<file path="src/rtl/mem_bus_arb.sv">
// mem_bus_arb: arbitrates a debug port, a CPU data bus and a CPU instruction bus
// onto a single-ported synchronous memory.
//
// Ports
//   clk, reset                   single clock, synchronous active-high reset
//   cpu_run                      gates CPU (iBus/dBus) grants
//   dbg_mem_op/rw/adr/do         debug request level, held until dbg_mem_rdy
//   dbg_mem_rdy, dbg_di          one-cycle debug completion pulse + read data
//   ibus_cmd_*, ibus_rsp_*       instruction fetch command / response
//   dbus_cmd_*, dbus_rsp_*       data command / response (size ignored, mask used)
//   mem_op/adr/di/wren, mem_do   memory port; mem_do valid the cycle after mem_op
//
// state  | meaning
// IDLE   | arbitrate; combinational cmd_ready for the winning CPU master
// ACCESS | mem_op asserted for one cycle with the latched command
// WAIT   | read data on mem_do, captured into the response at the end
// RESP   | one-cycle response pulse (unmapped requests come here from IDLE)

module mem_bus_arb #(
  parameter int         ADR_BITS    = 18,
  parameter logic [1:0] HOLE_REGION = 2'b11
) (
  input  logic        clk,
  input  logic        reset,
  input  logic        cpu_run,

  input  logic        dbg_mem_op,
  input  logic        dbg_rw,
  input  logic [31:0] dbg_adr,
  input  logic [31:0] dbg_do,
  output logic        dbg_mem_rdy,
  output logic [31:0] dbg_di,

  input  logic        ibus_cmd_valid,
  output logic        ibus_cmd_ready,
  input  logic [31:0] ibus_cmd_pc,
  output logic        ibus_rsp_valid,
  output logic [31:0] ibus_rsp_inst,
  output logic        ibus_rsp_error,

  input  logic        dbus_cmd_valid,
  output logic        dbus_cmd_ready,
  input  logic        dbus_cmd_wr,
  input  logic [3:0]  dbus_cmd_mask,
  input  logic [31:0] dbus_cmd_address,
  input  logic [31:0] dbus_cmd_data,
  input  logic [1:0]  dbus_cmd_size,
  output logic        dbus_rsp_ready,
  output logic [31:0] dbus_rsp_data,
  output logic        dbus_rsp_error,

  output logic        mem_op,
  output logic [31:0] mem_adr,
  output logic [31:0] mem_di,
  output logic [3:0]  mem_wren,
  input  logic [31:0] mem_do
);

  typedef enum logic [1:0] {S_IDLE, S_ACCESS, S_WAIT, S_RESP} state_t;
  typedef enum logic [1:0] {M_NONE, M_DBG, M_DBUS, M_IBUS} master_t;

  state_t  state;
  master_t lat_master;
  logic    lat_rd;
  logic    rearm;

  logic        idle;
  logic        dbg_win, dbus_win, ibus_win, go;
  master_t     sel_master;
  logic [31:0] sel_adr, sel_data;
  logic [3:0]  sel_wren;
  logic        sel_rd, sel_unmapped;

  // Transfer size is implied by the byte mask; the size field is not needed.
  logic unused_size;
  assign unused_size = ^dbus_cmd_size;

  function automatic logic is_unmapped(input logic [31:0] adr);
    return ((adr >> ADR_BITS) != 32'd0) || (adr[ADR_BITS-1 -: 2] == HOLE_REGION);
  endfunction

  // Reset is folded into idle so no handshake completes while reset is held.
  assign idle     = (state == S_IDLE) && !reset;
  assign dbg_win  = idle && dbg_mem_op && rearm;
  assign dbus_cmd_ready = idle && cpu_run && !dbg_win;
  assign ibus_cmd_ready = idle && cpu_run && !dbg_win && !dbus_cmd_valid;
  assign dbus_win = dbus_cmd_valid && dbus_cmd_ready;
  assign ibus_win = ibus_cmd_valid && ibus_cmd_ready;
  assign go       = dbg_win || dbus_win || ibus_win;

  always_comb begin
    sel_master = M_NONE;
    sel_adr    = 32'd0;
    sel_data   = 32'd0;
    sel_wren   = 4'h0;
    sel_rd     = 1'b0;
    if (dbg_win) begin
      sel_master = M_DBG;
      sel_adr    = dbg_adr;
      sel_rd     = dbg_rw;
      sel_data   = dbg_rw ? 32'd0 : dbg_do;
      sel_wren   = dbg_rw ? 4'h0 : 4'hF;
    end else if (dbus_win) begin
      sel_master = M_DBUS;
      sel_adr    = dbus_cmd_address;
      sel_rd     = !dbus_cmd_wr;
      sel_data   = dbus_cmd_wr ? dbus_cmd_data : 32'd0;
      sel_wren   = dbus_cmd_wr ? dbus_cmd_mask : 4'h0;
    end else if (ibus_win) begin
      sel_master = M_IBUS;
      sel_adr    = ibus_cmd_pc;
      sel_rd     = 1'b1;
    end
  end

  assign sel_unmapped = is_unmapped(sel_adr);

  always_ff @(posedge clk) begin
    if (reset) begin
      state          <= S_IDLE;
      lat_master     <= M_NONE;
      lat_rd         <= 1'b0;
      rearm          <= 1'b1;
      mem_op         <= 1'b0;
      mem_adr        <= 32'd0;
      mem_di         <= 32'd0;
      mem_wren       <= 4'h0;
      dbg_mem_rdy    <= 1'b0;
      dbg_di         <= 32'd0;
      ibus_rsp_valid <= 1'b0;
      ibus_rsp_inst  <= 32'd0;
      ibus_rsp_error <= 1'b0;
      dbus_rsp_ready <= 1'b0;
      dbus_rsp_data  <= 32'd0;
      dbus_rsp_error <= 1'b0;
    end else begin
      // Memory strobes and response pulses last exactly one cycle.
      mem_op         <= 1'b0;
      mem_adr        <= 32'd0;
      mem_di         <= 32'd0;
      mem_wren       <= 4'h0;
      dbg_mem_rdy    <= 1'b0;
      dbg_di         <= 32'd0;
      ibus_rsp_valid <= 1'b0;
      ibus_rsp_inst  <= 32'd0;
      ibus_rsp_error <= 1'b0;
      dbus_rsp_ready <= 1'b0;
      dbus_rsp_data  <= 32'd0;
      dbus_rsp_error <= 1'b0;

      // A debug level still high after its completion must drop for a cycle
      // before it can be granted again.
      if (dbg_mem_rdy)
        rearm <= 1'b0;
      else if (!dbg_mem_op)
        rearm <= 1'b1;

      case (state)
        S_IDLE: begin
          if (go) begin
            lat_master <= sel_master;
            lat_rd     <= sel_rd;
            if (sel_unmapped) begin
              state <= S_RESP;
              case (sel_master)
                M_DBG:  dbg_mem_rdy <= 1'b1;
                M_DBUS: begin
                  dbus_rsp_ready <= sel_rd;
                  dbus_rsp_error <= sel_rd;
                end
                M_IBUS: begin
                  ibus_rsp_valid <= 1'b1;
                  ibus_rsp_error <= 1'b1;
                end
                default: ;
              endcase
            end else begin
              state    <= S_ACCESS;
              mem_op   <= 1'b1;
              mem_adr  <= {sel_adr[31:2], 2'b00};
              mem_di   <= sel_data;
              mem_wren <= sel_wren;
            end
          end
        end
        S_ACCESS: begin
          if (lat_rd)
            state <= S_WAIT;
          else if (lat_master == M_DBG) begin
            state       <= S_RESP;
            dbg_mem_rdy <= 1'b1;
          end else
            state <= S_IDLE;
        end
        S_WAIT: begin
          state <= S_RESP;
          case (lat_master)
            M_DBG: begin
              dbg_mem_rdy <= 1'b1;
              dbg_di      <= mem_do;
            end
            M_DBUS: begin
              dbus_rsp_ready <= 1'b1;
              dbus_rsp_data  <= mem_do;
            end
            M_IBUS: begin
              ibus_rsp_valid <= 1'b1;
              ibus_rsp_inst  <= mem_do;
            end
            default: ;
          endcase
        end
        S_RESP:  state <= S_IDLE;
        default: state <= S_IDLE;
      endcase
    end
  end

endmodule

</file>
<file path="config.mk">
export PLATFORM = sky130hd
export DESIGN_NAME = mem_bus_arb
export DESIGN_NICKNAME = d
export VERILOG_FILES = /design/src/rtl/mem_bus_arb.sv
export SDC_FILE = /design/constraint.sdc
export NUM_CORES = 1
export LEC_CHECK = 0
export BUFFER_PORTS_ARGS = -buffer_cell sky130_fd_sc_hd__buf_2
export CELL_PAD_IN_SITES_DETAIL_PLACEMENT = 0
export CELL_PAD_IN_SITES_GLOBAL_PLACEMENT = 2
export CORE_MARGIN = 2
export CORE_UTILIZATION = 20
export DETAILED_ROUTE_END_ITERATION = 12
export GPL_TIMING_DRIVEN = 0
export HOLD_SLACK_MARGIN = 0.02
export PLACE_DENSITY_LB_ADDON = 0.05
export SYNTH_ARGS = -nofsm -noshare
export SYNTH_HDL_FRONTEND = slang
export SYNTH_SLANG_ARGS = --single-unit
</file>
<file path="constraint.sdc">
create_clock -name clk -period 2.3 [get_ports clk]
set_input_delay 0.575 -clock clk [delete_from_list [all_inputs] [get_ports clk]]
set_output_delay 0.575 -clock clk [all_outputs]
set_load 0.01 [all_outputs]
</file>
**After elaboration in Yosys (flattened, before gate mapping)**

Index checks and enable logic that the tools add are counted.

- Register bits after elaboration: 176
- Bits of input ports: 206
- Output and inout bits: 172
- Word-level logic and storage cells: 100

- Eq/ne operators: 12
- Mux-type cells: 41
- Bitwise operators: 6
- Reductions and logical operators: 24

Operators with widths:

| cell | number |
|---|---|
| $mux W32 | 7 |
| $reduce_bool A32 Y1 | 1 |
| $mux W1 | 19 |
| $mux W4 | 4 |
| $eq A2 B2 Y1 const B | 7 |
| $mux W2 | 7 |
| $reduce_or A3 Y1 | 4 |
| $logic_and A1 B1 Y1 | 8 |
| $pmux W2 S4 | 1 |
| $eq A2 B1 Y1 const B | 3 |
| $not A1 Y1 | 6 |
| $logic_not A1 Y1 | 4 |
| $pmux W1 S2 | 2 |
| $reduce_or A4 Y1 | 1 |
| $logic_or A1 B1 Y1 | 3 |
| $pmux W1 S3 | 1 |
| $logic_not A2 Y1 | 1 |
| $ne A2 B1 Y1 const B | 1 |
| $ne A2 B2 Y1 const B | 1 |
| $reduce_and A2 Y1 | 1 |
| $reduce_or A2 Y1 | 1 |

**Depth between registers and ports, before layout**

Gate-level depths: netlist of run 1.

- Word-level depth: 16
- Mapped depth: 9
- Depth with buffers taken out: 7

**Least setup slack after synthesis of run 1**

No wires, ideal clock.

- Kind: input -> register
- Start point: in reset
- End point: reg dbus_rsp_ready
- Library setup time: 0.097 ns
- Arrival time: 2.232 ns
- Data required time: 2.203 ns
- Path slack: -0.028 ns
- Stages on the path: 9
- Path buffers: 3
- Path through: buf_2 -> nor4b_4 -> and3_1 -> buf_4 -> a21oi_1 -> a22o_1 -> and3_1 -> buf_6 -> o41ai_4

- Longest elaborated chain between the ends: 16
- Elaborated cells on any way between the ends: 29
- Those cells by class: 2 x eq/ne; 13 x mux; 14 x reduce/logical

RTL lines:

| item | RTL line | RTL |
|---|---|---|
| start: declaration | 24 | `input logic reset,` |
| $logic_not A1 Y1 | 83 | `assign idle = (state == S_IDLE) && !reset;` |
| $logic_and A1 B1 Y1 | 83 |  |
| $logic_and A1 B1 Y1 (2 in series) | 84 | `assign dbg_win = idle && dbg_mem_op && rearm;` |
| $logic_not A1 Y1 | 85, 86 |  |
| $logic_and A1 B1 Y1 | 85, 86 |  |
| $logic_and A1 B1 Y1 | 86 | `assign ibus_cmd_ready = idle && cpu_run && !dbg_win && !dbus_cmd_valid;` |
| $logic_and A1 B1 Y1 | 88 | `assign ibus_win = ibus_cmd_valid && ibus_cmd_ready;` |
| $mux W32 or $mux W2 (tied branches) | 109 | `end else if (ibus_win) begin` |
| $mux W32 or $mux W2 (tied branches) | 103 | `end else if (dbus_win) begin` |
| $mux W32 or $mux W2 (tied branches) | 97 | `if (dbg_win) begin` |
| $reduce_bool A32 Y1, or another cell as far along | 79 | `return ((adr >> ADR_BITS) != 32'd0) \|\| (adr[ADR_BITS-1 -: 2] == HOLE_REGION);` |
| $logic_or A1 B1 Y1 or $mux W1 (tied branches) | 79, 165 |  |
| $mux W1 | 163 | `if (sel_unmapped) begin` |
| $mux W1 | 160 | `if (go) begin` |
| $pmux W1 S2 | 158 | `case (state)` |
| end signal: assignment | 168 | `dbus_rsp_ready <= sel_rd;` |
| end: declaration | 48 | `output logic dbus_rsp_ready,` |

Several ways; a longest one is shown, not always the timed one.
A chain may end at the register's enable or synchronous reset.

**Final worst setup path of run 1**

- Start point: reg state[0]
- End point: reg dbus_rsp_ready

- Longest elaborated chain between the ends: 16
- Elaborated cells on any way between the ends: 30
- Those cells by class: 3 x eq/ne; 13 x mux; 14 x reduce/logical

RTL lines:

| item | RTL line | RTL |
|---|---|---|
| start: declaration | 62 | `state_t state;` |
| start signal: assignment | 120 | `state <= S_IDLE;` |
| start signal: assignment | 164 | `state <= S_RESP;` |
| start signal: assignment | 178 | `state <= S_ACCESS;` |
| $logic_not A2 Y1 | 83, 158 |  |
| $logic_and A1 B1 Y1 | 83 |  |
| $logic_and A1 B1 Y1 (2 in series) | 84 |  |
| $logic_not A1 Y1 | 85, 86 |  |
| $logic_and A1 B1 Y1 | 85, 86 |  |
| $logic_and A1 B1 Y1 | 86 |  |
| $logic_and A1 B1 Y1 | 88 |  |
| $mux W32 or $mux W2 (tied branches) | 109 |  |
| $mux W32 or $mux W2 (tied branches) | 103 |  |
| $mux W32 or $mux W2 (tied branches) | 97 |  |
| $reduce_bool A32 Y1, or another cell as far along | 79 |  |
| $logic_or A1 B1 Y1 or $mux W1 (tied branches) | 79, 165 |  |
| $mux W1 | 163 |  |
| $mux W1 | 160 |  |
| $pmux W1 S2 * | 158 |  |

Mark *: on every way between the ends. The rest lies on a longest branch, timed or not.

==> results.sh, run 1 <==
export IMPL_status="finished, final reports clean"
export IMPL_core_um2=27000
export IMPL_cp_slowest_cell="dfxtp_4"
export IMPL_setup_viol=0
export IMPL_fmax_mhz=457
export IMPL_synth_edff_count=0
export IMPL_fill_cells=2898
export IMPL_critPathKind="reg2reg"
export IMPL_finalWirelength_mm=20.7
export IMPL_yosysTopAreaCell="dfxtp_1"
export IMPL_drv_slew=0
export IMPL_worstMarginPinSlew_ns=0.499
export IMPL_path_cells="nor4b_4 -> buf_4 -> and3_1 -> buf_6 -> a21oi_2 -> a22o_1 -> and3_1 -> buf_6 -> o41ai_4"
export IMPL_io_pins=378
export IMPL_power_uw=6980
export IMPL_cts_made_buffers=17
export IMPL_insertion_delay_ns=0.43
export IMPL_critPathRequiredTime_ns=2.64
export IMPL_cpPeakStageDelay_ns=0.38
export IMPL_cts_tree="done"
export IMPL_fin_hold_ws_ns=0.362
export IMPL_port_buffers=367
export IMPL_vdd_ir_drop_max_mv=0.391
export IMPL_drv_cap=0
export IMPL_fp_dieW_um=170
export IMPL_dieArea_um2=28800
export IMPL_yosysWarnings=0
export IMPL_grt_pass1_vias=5489
export IMPL_synth_most_common_cell="dfxtp_1"
export IMPL_slew_headroom_pct=66.6
export IMPL_syn_to_final_growth_pct=56.0
export IMPL_hpwl_mm=16.4
export IMPL_fin_skew_ns=0.0154
export IMPL_ys_types=37
export IMPL_grt_overflow_total=0
export IMPL_leakagePower_uw=0.00435
export IMPL_dr_pass1_iters=4
export IMPL_ys_seq_area_share_pct=63.4
export IMPL_synth_avg_cell_area_um2=10.7
export IMPL_holdBufCountCts=0
export IMPL_cts_sinks=174
export IMPL_path_max_fanout=8
export IMPL_vias=5209
export IMPL_grt_pass1_wl_mm=30.2
export IMPL_cp_num_buf_inv=3
export IMPL_final_core_util_pct=31.8
export IMPL_pwr_density_cell_nw_per_um2=814
export IMPL_wl_per_cell_um=16.2
export IMPL_yosys_top_cells_area="dfxtp_1 (63%), and2_1 (7.7%), and3_1 (4.9%)"
export IMPL_clk_pin_slew_worst_paths_ns=0.08
export IMPL_antenna_left=0
export IMPL_antenna_found_initial=5
export IMPL_grt_max_degree=21
export IMPL_rows=60
export IMPL_viasPerCell=4.09
export IMPL_period_minus_slack_ns=2.19
export IMPL_gp_congestion=0.810
export IMPL_clockBufferDepth=2
export IMPL_synth_top_area_share_pct=63.4
export IMPL_die_h_um=170
export IMPL_final_hold_viol_count=0
export IMPL_htree_levels=4
export IMPL_drive_above_1_share_pct=47.2
export IMPL_synth_top_cells_by_count="dfxtp_1 (174), and2_1 (68), nor2_1 (59)"
export IMPL_drc=0
export IMPL_synth_ff_type="dfxtp_1"
export IMPL_fin_nets=1121
export IMPL_first_iter_violations=211
export IMPL_hold_path_class="in2reg"
export IMPL_critPathCaptureType="register"
export IMPL_cts_root_buf="clkbuf_16"
export IMPL_post_route_period_util_pct=95.1
export IMPL_critPathTopFamily="simple AND/OR/NAND/NOR gates"
export IMPL_netlist_instances=511
export IMPL_synth_area_um2=5490
export IMPL_async_flop_share_pct=0
export IMPL_cp_data_arrival_time_ns=2.52
export IMPL_rsz0062_at_grt="no"
export IMPL_start_util_pct=20.4
export IMPL_grt_total_usage_pct=13.9
export IMPL_cp_start_kind="register"
export IMPL_synth_seq_cells=174
==> metrics by stage <==
stage	TNS, ns	worst slack (ns)	instances	instance area, µm²
6_report	0	0.112	1274	8570
5_1_grt	0	0.0133	1273	8570
4_1_cts	0	0.0129	1267	8500
2_1_floorplan	0	0.000588	526	5570
3_3_place_gp	-39.92	-0.675	1234	7840
3_5_place_dp	-45.56	-0.748	1234	7840
==> final cells by class <==
class	instances	area, µm²	area share [%]
Sequential cell	174	3490	40.7
Multi-Input combinational cell	310	1910	22.3
Timing Repair Buffer	371	1870	21.8
Tap cell	341	427	4.98
Clock buffer	17	425	4.96
Buffer	36	211	2.47
Clock inverter	15	208	2.42
Inverter	5	18.8	0.219
Antenna cell	5	12.5	0.146
==> cell families after synthesis <==
group	count (synthesis)	synth area share, %
AND/OR/NAND/NOR	214	21.6
flip-flops	174	63.4
AO/OA/AOI/OAI	80	11.4
buffers and inverters	42	3.48
other	1	0.0683
==> worst paths after layout <==
check	startpoint	end	slack, ns	cells past startpoint
hold reg to reg	dbg_mem_rdy	rearm	0.47	1
setup reg to reg	state[0]	dbus_rsp_ready	0.11	9
setup / recovery	state[0]	dbus_rsp_ready	0.11	9
hold / removal	mem_do[21]	dbus_rsp_data[21]	0.36	2
==> layout by cell type, fill, tap and decap left out, drive strengths merged <==
| cell | count |
|---|---|
| clkinv | 8 |
| or4b | 1 |
| nor4b | 1 |
| nand4 | 4 |
| bufinv | 1 |
| inv | 11 |
| and2 | 68 |
| a21oi | 7 |
| nor2 | 59 |
| a2111oi | 1 |
| a311o | 1 |
| clkbuf | 38 |
| o41ai | 1 |
| o21bai | 3 |
| a31oi | 11 |
| conb | 16 |
| nand3 | 5 |
| nor3 | 7 |
| nand4bb | 1 |
| dfxtp | 174 |
| and3 | 43 |
| nand2b | 1 |
| buf | 386 |
| o21ai | 7 |
| a22oi | 32 |
| nand2 | 9 |
| nor2b | 6 |
| nor4 | 4 |
| diode | 5 |
| a41oi | 1 |
| or4 | 4 |
| a22o | 1 |
| and3b | 1 |
| a222oi | 14 |
| a221oi | 1 |
==> metal layers <==
layer,global-route usage (%),wire (µm),part of all wire (%),vias up
li1,-,-,-,2573
met5,0,7,0.034,-
met2,24.8,10400,50,234
met3,5.18,1800,8.7,26
met4,4.79,354,1.7,2
met1,15.2,8150,39,2374
==> state kept, by name, indices dropped and copies added, names as in the netlist <==
| register | cells |
|---|---|
| dbus_rsp_error | 1 |
| mem_di | 32 |
| dbg_mem_rdy | 1 |
| ibus_rsp_valid | 1 |
| dbus_rsp_ready | 1 |
| lat_master | 2 |
| ibus_rsp_error | 1 |
| dbus_rsp_data | 32 |
| mem_op | 1 |
| state | 2 |
| dbg_di | 32 |
| rearm | 1 |
| mem_wren | 4 |
| ibus_rsp_inst | 32 |
| mem_adr | 30 |
| lat_rd | 1 |
==> power breakdown <==
group	internal [µW]	total (µW)	switching (µW)
Combinational	359	814	454
Sequential	3090	3130	43.7
Clock	1590	3030	1440
==> timing repair <==
action                                  4_1_cts  5_1_grt
resized for setup                             6       26
buffers inserted                              2        2
pin swaps                                     2        1
endpoints found under the setup margin      105       69
hold endpoints to repair                      0        0
Power figures use the tool's default switching activity.
==> inputs of run 2 (changes only) <==
--- a/config.mk
+++ b/config.mk
@@ -14,6 +14,7 @@
 export GPL_TIMING_DRIVEN = 0
 export HOLD_SLACK_MARGIN = 0.02
 export PLACE_DENSITY_LB_ADDON = 0.05
+export RECOVER_POWER = 50
 export SYNTH_ARGS = -nofsm -noshare
 export SYNTH_HDL_FRONTEND = slang
 export SYNTH_SLANG_ARGS = --single-unit
==> run 2 against run 1 <==
Net effect:
- non-clock buffer count unchanged
- global-route usage unchanged
- clock-buffer cell count unchanged
- highest routed layer unchanged
- clock power about the same
- die area unchanged
==> results.sh, run 2 (synthesis results as in run 1) <==
export IMPL_htree_levels=4
export IMPL_grt_max_degree=21
export IMPL_path_max_fanout=8
export IMPL_fmax_mhz=458
export IMPL_rsz0062_at_grt="no"
export IMPL_cp_start_kind="register"
export IMPL_critPathKind="reg2reg"
export IMPL_grt_pass1_wl_mm=30.2
export IMPL_layout_common_cells="buf_2 (210), clkbuf_1 (177), dfxtp_1 (172), and2_1 (67), nor2_1 (57)"
export IMPL_vias=5203
export IMPL_final_hold_viol_count=0
export IMPL_die_h_um=170
export IMPL_dieArea_um2=28800
export IMPL_insertion_delay_ns=0.43
export IMPL_hold_path_class="in2reg"
export IMPL_gp_congestion=0.810
export IMPL_pwr_density_cell_nw_per_um2=833
export IMPL_met1_usage_pct=15.2
export IMPL_holdBufCountCts=0
export IMPL_final_common_cell="buf_2"
export IMPL_cts_tree="done"
export IMPL_post_place_cells=1234
export IMPL_viasPerCell=4.08
export IMPL_final_setup_worst_slack_ns=0.117
export IMPL_cp_data_arrival_time_ns=2.52
export IMPL_antenna_found_initial=5
export IMPL_syn_to_final_growth_pct=52.3
export IMPL_grt_total_usage_pct=13.9
export IMPL_clk_pin_slew_worst_paths_ns=0.08
export IMPL_period_minus_slack_ns=2.18
export IMPL_antenna_left=0
export IMPL_drc=0
export IMPL_grt_overflow_total=0
export IMPL_use_met2_pct=24.8
export IMPL_grt_pass1_vias=5489
export IMPL_clockBufferDepth=2
export IMPL_first_iter_violations=191
export IMPL_fin_skew_ns=0.0149
export IMPL_wl_per_cell_um=16.3
export IMPL_final_core_util_pct=31.0
export IMPL_drive_above_1_share_pct=29.7
export IMPL_fin_tns_setup_ns=0
export IMPL_stdcell_count=1274
export IMPL_dr_pass1_iters=5
export IMPL_cts_made_buffers=17
export IMPL_cts_sinks=174
export IMPL_rows=60
export IMPL_fp_dieW_um=170
export IMPL_place_ws_ns=-0.748
export IMPL_grtUsageMet3_pct=5.18
export IMPL_grt_busiest_layer="met2"
export IMPL_core_um2=27000
export IMPL_port_buffers=367
export IMPL_finalWirelength_mm=20.7
export IMPL_drv_cap=0
export IMPL_start_util_pct=20.4
export IMPL_power_uw=6970
export IMPL_critPathCaptureType="register"
export IMPL_vdd_ir_drop_max_mv=0.390
export IMPL_setup_viol=0
export IMPL_drv_slew=0
export IMPL_cts_root_buf="clkbuf_16"
export IMPL_leakagePower_uw=0.00365
export IMPL_critPathRequiredTime_ns=2.63
export IMPL_status="finished, final reports clean"
export IMPL_fin_nets=1121
export IMPL_hpwl_mm=16.4
export IMPL_post_route_period_util_pct=94.9
export IMPL_io_pins=378
## run 2: cell type report
type / count / area, µm²
fillers: 2958 / 18600
flip-flops and latches: 174 / 3490
multi-input cells: 310 / 1910
repair buffers: 371 / 1660
well taps: 341 / 427
clock buffers: 17 / 425
plain buffers: 36 / 211
clock inverters: 15 / 208
inverters: 5 / 18.8
diodes: 5 / 12.5
## run 2: path summary, 6_finish.rpt
kind,start,to,slack [ns],cells after the start
hold reg to reg,dbg_mem_rdy,rearm,0.47,1
hold / removal,mem_do[21],dbus_rsp_data[21],0.36,2
setup / recovery,state[0],dbus_rsp_ready,0.12,9
setup reg to reg,state[0],dbus_rsp_ready,0.12,9
## run 2: layer usage
metal	vias to the layer above	wire length, µm
li1	2568	-
met1	2377	8180
met2	230	10400
met3	26	1810
met4	2	354
met5	-	7
## run 2: power by group
group,leakage [µW],switching (µW),internal (µW),total (µW)
clock network,0.000307,1440,1590,3030
logic,0.00194,454,346,800
registers,0.00141,45.1,3090,3130
## run 2: timing repair
item                                    in CTS  in global routing
resized for setup                            6                 26
pin swaps                                    2                  1
setup buffers                                2                  2
endpoints found under the setup margin     105                 69
## run 2: metrics by stage
step	hold WS, ns	cell area, µm²
after floorplan	0.467	5570
after global placement	0.443	7840
after detailed placement	0.452	7840
after CTS	0.339	8500
after global routing	0.345	8360
final	0.362	8370
## run 2: worst max-delay path: stages, from the launching register on
cell and delay [ns]:
dfxtp_4 0.38, nor4b_4 0.36, buf_4 0.21, and3_1 0.17, buf_6 0.13, a21oi_2 0.05
a22o_1 0.22, and3_1 0.19, buf_6 0.14, o41ai_4 0.25
==> inputs of run 3 (changes only) <==
--- a/config.mk
+++ b/config.mk
@@ -15,6 +15,7 @@
 export HOLD_SLACK_MARGIN = 0.02
 export PLACE_DENSITY_LB_ADDON = 0.05
 export RECOVER_POWER = 50
+export SKIP_CTS_REPAIR_TIMING = 1
 export SYNTH_ARGS = -nofsm -noshare
 export SYNTH_HDL_FRONTEND = slang
 export SYNTH_SLANG_ARGS = --single-unit
==> constraint.sdc (replaced) <==
create_clock -name clk -period 1.9 [get_ports clk]
set_input_delay 0.095 -clock clk [delete_from_list [all_inputs] [get_ports clk]]
set_output_delay 0.095 -clock clk [all_outputs]
set_load 0.01 [all_outputs]
==> run 3 against run 2 <==
Net effect:
- sequential share of layout area down 7.0 points
- critical path depth down 3
- sequential power up 21%
- sequential cell count unchanged
- combinational power up 77%
- the run now ends with setup timing left
- global-route usage up 0.20 points
- hold slack worse by 0.35 ns
- largest power group unchanged
- final cell count up 11%
- critical endpoint unchanged
- non-clock buffer count up 150
- core utilization up 6.2 points
==> results.sh, run 3 (synthesis results as in run 1) <==
export IMPL_final_setup_worst_slack_ns=-0.206
export IMPL_regArea_um2=3490
export IMPL_antenna_left=0
export IMPL_period_minus_slack_ns=2.11
export IMPL_path_max_fanout=8
export IMPL_hold_path_class="in2reg"
export IMPL_wl_per_cell_um=15.3
export IMPL_vias=5808
export IMPL_final_core_util_pct=37.3
export IMPL_final_common_cell="buf_2"
export IMPL_clk_pin_slew_worst_paths_ns=0.07
export IMPL_worstMarginPinSlew_ns=0.586
export IMPL_post_route_period_util_pct=111
export IMPL_drv_cap=0
export IMPL_port_buffers=367
export IMPL_drv_slew=0
export IMPL_min_to="mem_adr[4]"
export IMPL_hpwl_mm=16.4
export IMPL_drc=0
export IMPL_cts_tree="done"
export IMPL_grt_overflow_total=0
export IMPL_cp_data_arrival_time_ns=2.43
export IMPL_worstReg2RegStart="state[0]"
export IMPL_grt_pass1_vias=5322
export IMPL_grt_total_usage_pct=14.1
export IMPL_grt_pass1_wl_mm=30.8
export IMPL_fill_cells=2804
export IMPL_cts_made_buffers=17
export IMPL_pwr_density_cell_nw_per_um2=864
export IMPL_leakagePower_uw=0.00447
export IMPL_gp_congestion=0.785
export IMPL_fin_nets=1271
export IMPL_finalWirelength_mm=21.8
export IMPL_critPathKind="reg2reg"
export IMPL_viasPerCell=4.09
export IMPL_start_util_pct=20.4
export IMPL_cts_root_buf="clkbuf_16"
export IMPL_hold_start="dbg_adr[4]"
export IMPL_fin_skew_ns=0.0156
export IMPL_die_h_um=170
export IMPL_fmax_mhz=475
export IMPL_dr_pass1_iters=4
export IMPL_cp_start_kind="register"
export IMPL_grt_max_degree=20
export IMPL_antenna_found_initial=2
export IMPL_hold_depth=3
export IMPL_first_iter_violations=253
export IMPL_rr_worst_depth=6
export IMPL_syn_to_final_growth_pct=83.0
export IMPL_fin_tns_setup_ns=-8.32
export IMPL_multi_input_area_um2=2010
export IMPL_final_hold_viol_count=0
export IMPL_rows=60
export IMPL_critPathCaptureType="register"
export IMPL_drive_above_1_share_pct=30.7
export IMPL_fp_dieW_um=170
export IMPL_violations="setup timing"
export IMPL_slew_headroom_pct=60.9
export IMPL_status="complete, but fails checks"
export IMPL_clockBufferDepth=2
export IMPL_vdd_ir_drop_max_mv=0.466
export IMPL_dieArea_um2=28800
export IMPL_cts_sinks=174
export IMPL_rsz0062_at_grt="yes"
export IMPL_timing_rr_end="dbus_rsp_ready"
export IMPL_io_pins=378
export IMPL_critPathRequiredTime_ns=2.22
export IMPL_htree_levels=4
export IMPL_reg2reg_slack_ns=-0.21
export IMPL_insertion_delay_ns=0.43
export IMPL_setup_viol=59
export IMPL_layout_common_cells="buf_2 (236), dfxtp_1 (172), clkbuf_1 (146), dlygate4sd3_1 (141), and2_1 (68)"
export IMPL_core_um2=27000
## run 3: critical path: stages, from the launching register on
cell	delay, ns
dfxtp_4	0.37
or4b_4	0.57
a311o_1	0.29
a22o_1	0.20
and3_1	0.18
buf_6	0.14
o41ai_4	0.28
## run 3: worst max-delay path by stage
stage / from / cells after the start / end
floorplan: state[0] / 8 / dbus_rsp_ready
detailed placement: reset / 10 / mem_di[13]
finish: state[0] / 6 / dbus_rsp_ready
global route: state[0] / 6 / dbus_rsp_ready
global placement: state[0] / 8 / mem_di[20]
CTS: state[1] / 8 / mem_adr[5]
## run 3: layout make-up
type,instances,area share [%]
diodes,1,0.0249
plain buffers,36,2.56
clock buffers,18,4.27
clock inverters,14,1.68
inverters,5,0.187
multi-input cells,310,20.0
flip-flops and latches,174,34.7
well taps,341,4.25
repair buffers,521,32.3
## run 3: report_power, final
| group | switching, µW | internal (µW) |
|---|---|---|
| clock | 1700 | 1780 |
| sequential | 51.1 | 3740 |
| combinational | 659 | 760 |
| total | 2410 | 6280 |
## run 3: metal layers
layer	track usage [%]	part of all wire (%)	up-vias	wire [µm]
li1	-	-	2876	-
met3	5.27	8.0	25	1750
met4	5.24	2.3	2	504
met5	0	0.050	-	11
met2	24.0	49	257	10700
met1	16.2	40	2648	8800
## run 3: metrics by stage
| stage | instances | setup WS, ns | instance area (µm²) | power [µW] | hold slack (ns) |
|---|---|---|---|---|---|
| after floorplan | 526 | -0.0531 | 5550 | 4330 | 0.173 |
| after global placement | 1234 | -0.655 | 7820 | 4810 | 0.316 |
| after detailed placement | 1234 | -0.795 | 7820 | 4820 | 0.322 |
| after CTS | 1266 | -0.772 | 8410 | 8320 | -0.136 |
| after global routing | 1420 | -0.283 | 10000 | 9120 | 0.0242 |
| final | 1420 | -0.206 | 10000 | 8680 | 0.00827 |
